<file path="src/rtl/ppm_eof_gen.sv">
// PPM end-of-frame generator: on a rising edge of control_eof, shifts EOF_PATTERN out MSB
// first, one bit per SLOT_CYCLES-clock slot, then pulses eof_done for one cycle.
module ppm_eof_gen #(
  parameter int unsigned        SLOT_CYCLES = 16,
  parameter int unsigned        EOF_LEN     = 8,
  parameter logic [EOF_LEN-1:0] EOF_PATTERN = 8'b1011_0001
) (
  input  logic clk,
  input  logic rst_n,
  input  logic control_eof,
  output logic eof,
  output logic eof_done
);

  localparam int unsigned CycW  = (SLOT_CYCLES > 1) ? $clog2(SLOT_CYCLES) : 1;
  localparam int unsigned SlotW = (EOF_LEN > 1) ? $clog2(EOF_LEN) : 1;

  localparam logic [CycW-1:0]  CycLast  = CycW'(SLOT_CYCLES - 1);
  localparam logic [SlotW-1:0] SlotLast = SlotW'(EOF_LEN - 1);

  typedef enum logic [1:0] {StIdle, StSend, StDone} state_e;

  state_e             state_q, state_d;
  logic [CycW-1:0]    cyc_q, cyc_d;
  logic [SlotW-1:0]   slot_q, slot_d;
  logic               ctl_q;
  logic               eof_q, eof_d;
  logic               done_q, done_d;
  logic               start;

  // Edge detect: a level held high only ever produces one start.
  assign start = control_eof & ~ctl_q;

  // Next-state, slot/cycle counters and registered-output values.
  always_comb begin
    state_d = state_q;
    cyc_d   = cyc_q;
    slot_d  = slot_q;
    eof_d   = 1'b0;
    done_d  = 1'b0;
    unique case (state_q)
      StIdle: begin
        if (start) begin
          state_d = StSend;
          slot_d  = SlotLast;
          cyc_d   = '0;
        end
      end
      StSend: begin
        eof_d = EOF_PATTERN[slot_q];
        if (cyc_q == CycLast) begin
          cyc_d = '0;
          if (slot_q == '0) begin
            state_d = StDone;
          end else begin
            slot_d = slot_q - SlotW'(1);
          end
        end else begin
          cyc_d = cyc_q + CycW'(1);
        end
      end
      StDone: begin
        done_d  = 1'b1;
        state_d = StIdle;
      end
      default: state_d = StIdle;
    endcase
  end

  // State, counters, request history and outputs; reset aborts any pattern at once.
  always_ff @(posedge clk or negedge rst_n) begin
    if (!rst_n) begin
      state_q <= StIdle;
      cyc_q   <= '0;
      slot_q  <= '0;
      ctl_q   <= 1'b0;
      eof_q   <= 1'b0;
      done_q  <= 1'b0;
    end else begin
      state_q <= state_d;
      cyc_q   <= cyc_d;
      slot_q  <= slot_d;
      ctl_q   <= control_eof;
      eof_q   <= eof_d;
      done_q  <= done_d;
    end
  end

  assign eof      = eof_q;
  assign eof_done = done_q;

endmodule

</file>
<file path="config.mk">
export PLATFORM = sky130hd
export DESIGN_NAME = ppm_eof_gen
export DESIGN_NICKNAME = d
export VERILOG_FILES = /design/src/rtl/ppm_eof_gen.sv
export SDC_FILE = /design/constraint.sdc
export NUM_CORES = 1
export LEC_CHECK = 0
export ABC_AREA = 1
export BUFFER_PORTS_ARGS = -buffer_cell sky130_fd_sc_hd__buf_2
export CAP_MARGIN = 20
export CORE_MARGIN = 4
export CORE_UTILIZATION = 29
export CTS_BUF_LIST = sky130_fd_sc_hd__clkbuf_8
export DETAILED_ROUTE_END_ITERATION = 10
export PLACE_DENSITY = 0.44
export SETUP_SLACK_MARGIN = 0.1
export SLEW_MARGIN = 20
export SYNTH_ARGS = -nofsm -noshare
export SYNTH_HDL_FRONTEND = slang
export SYNTH_SLANG_ARGS = --single-unit
</file>
<file path="constraint.sdc">
create_clock -name clk -period 1.3 [get_ports clk]
set_input_delay 0.065 -clock clk [delete_from_list [all_inputs] [get_ports clk]]
set_output_delay 0.065 -clock clk [all_outputs]
set_load 0.02 [all_outputs]
</file>
==> reports/metrics.yaml <==
clock_sinks: 12
grt_overflow_total: 0
place.gp.congestion: 0.764
num_vias: 476
syn_area_sq_um: 621
hpwlAfterDp_um: 813
multi_input_area_sq_um: 349
peakVddDrop_uv: 474
dieArea_sq_um: 2940
rows: 16
ff_latch_area_sq_um: 302
nets: 91
cts_root_buf: "clkbuf_8"
hold_class: "in -> async"
finalMaxSlewViolations: 0
insertion_delay_ns: 0.23
grt-busiest-layer: "met2"
reg2reg_from: "cyc_q[1]"
grt_use_met3: 0.0245
cts.clk_slew.worst_paths_ns: 0.05
use_met2: 0.163
startpoint_type: "register"
syn_to_final_growth_pct: 34.9
reg2regPathDepth: 7
cp-end-kind: "register"
synth.ff_latch_count: 12
finalSetupTns_ns: 0
drt_iter0_drc: 2
rsz0062_at_grt: "yes"
final_cell_mix: "nand2_1 (21), dfrtp_1 (11), buf_4 (6), o21ai_1 (5)"
status: "finished clean"
finish.instance_area_sq_um: 837
wl_per_cell_um: 11.0
worstPathMaxFanout: 6
worst_pin_slew_ns: 0.283
seqPwrFrac: 0.525
synth_cells: 68
wirelength_mm: 1.22
start_util: 0.310
ys_types: 17
power.share.switching: 0.183
fmaxAchievable_mhz: 876
rrSetupSlack_ns: 0.16
worstPathRequired_ns: 1.47
cap_violations: 0
power.share.combinational: 0.023
setup_viol: 0
viasPerCell: 4.33
slew-limit-headroom: 0.812
grt_pass1_vias: 477
share_clk_of_total_power: 0.452
synth-seq-area-share: 0.484
io_pins: 5
layout_commonest_cell: "nand2_1"
die_w_um: 54.3
yosys_warnings: 0
finClkSkew_ns: 0.00290
cts_max_level: 1
antenna_found_initial: 0
fin_crit_sh: 0.878
syn_nets: 74
nFillCells: 209
grt_max_degree: 13
hold_viol: 0
syn_area_per_cell_sq_um: 9.13
core_sq_um: 2000
fin_ws_ns: 0.158
cts_max_path_buffers: 2
power.internal_uw: 585
cts_inserted_buffers: 3
io_buffers: 4
place_ws_ns: 0.0671
cellPowerDensity_nw_per_um2: 855
dpl_cell_area_sq_um: 682
drtPass1Iterations: 2
critPathKind: "reg -> reg"
post-route-min-period_ns: 1.14
ant_nets: 0
die_h_um: 54.3
antenna_cells: 0
drive_gt1_frac: 0.337
grt_util_all_layers: 0.0983
power_switching_uw: 131
gr-usage-met1: 0.117
power_leakage_uw: 0.000389
grt_first_pass_wirelength_mm: 2.01
cts_tree: "yes"
drc: 0
r2r-end: "slot_q[2]"
arrival_ns: 1.31
## sequential cells by signal, indices dropped and copies added (netlist names)
signal	count
eof	1
eof_done	1
cyc_q	4
slot_q	3
ctl_q	1
state_q	2
## synth_stat cells, drive strengths merged
cell type,instances,share of area
dfrtp,12,0.48
xnor2,2,0.028
a21oi,1,0.0081
nor2,5,0.069
inv,7,0.042
nand3,5,0.048
nand2,24,0.17
o21bai,3,0.036
o21ai,5,0.040
nand4,1,0.010
ha,3,0.060
## layout make-up
class | instances | area share
clock buffer | 3 | 0.0493
inverter | 7 | 0.0314
multi-input combinational | 49 | 0.417
sequential | 12 | 0.360
tap | 27 | 0.0404
timing repair buffer | 12 | 0.102
## repair_timing
item,4_1_cts,5_1_grt
endpoints found under the setup margin,3,4
pin swaps,0,6
hold buffers,2,0
setup buffers,1,4
endpoints found under the hold margin,13,0
gates resized for setup,1,11
## cell families after synthesis
| logic type | after synthesis | synth area share |
|---|---|---|
| and+or+nand+nor | 35 | 0.300 |
| DFF | 12 | 0.484 |
| AOI/OAI and AO/OA | 9 | 0.0847 |
| buffers and inverters | 7 | 0.0423 |
| adders and majority gates | 3 | 0.0605 |
| xor gates and xnor gates | 2 | 0.0282 |
## stage by stage
stage | utilization | power, uW | hold slack (ns) | cells
after floorplan | - | 384 | -0.231 | 68
after global placement | 0.341 | 396 | -0.0225 | 100
after detailed placement | 0.341 | 395 | -0.0344 | 100
after CTS | 0.376 | 731 | 0.264 | 106
after global routing | 0.418 | 759 | 0.270 | 110
final | 0.418 | 716 | 0.248 | 110
## power by group through the flow
stage / sequential (uW) / combinational, uW / clock [uW]
2_1_floorplan: 382 / 1.51 / 0
3_3_place_gp: 382 / 13.5 / 0
3_5_place_dp: 382 / 12.8 / 0
4_1_cts: 376 / 17.5 / 338
5_1_grt: 376 / 19.3 / 364
6_report: 376 / 16.4 / 324
## metal layers
| layer | part of all wire | wire length, um |
|---|---|---|
| met5 | 0 | 0 |
| met4 | 0.012 | 14 |
| met3 | 0.027 | 33 |
| met2 | 0.52 | 636 |
| met1 | 0.44 | 531 |
## how the worst max path moves through the flow
stage | startpoint | endpoint | cells after the start
after global placement | cyc_q[1] | slot_q[1] | 6
after global routing | cyc_q[1] | slot_q[0] | 7
after floorplan | cyc_q[0] | slot_q[0] | 7
after detailed placement | cyc_q[1] | slot_q[0] | 6
after CTS | slot_q[0] | slot_q[0] | 7
final | cyc_q[1] | slot_q[2] | 7
## worst max-delay path, cell delays in order (launching register included)
cell and delay (ns):
dfrtp_1 0.39, ha_4 0.17, nand3_4 0.08, nand2_4 0.10, nand2_4 0.08, nor2_4 0.13
nand2_1 0.06, nand2_1 0.07
No activity file was read; power rests on OpenSTA's default activity.
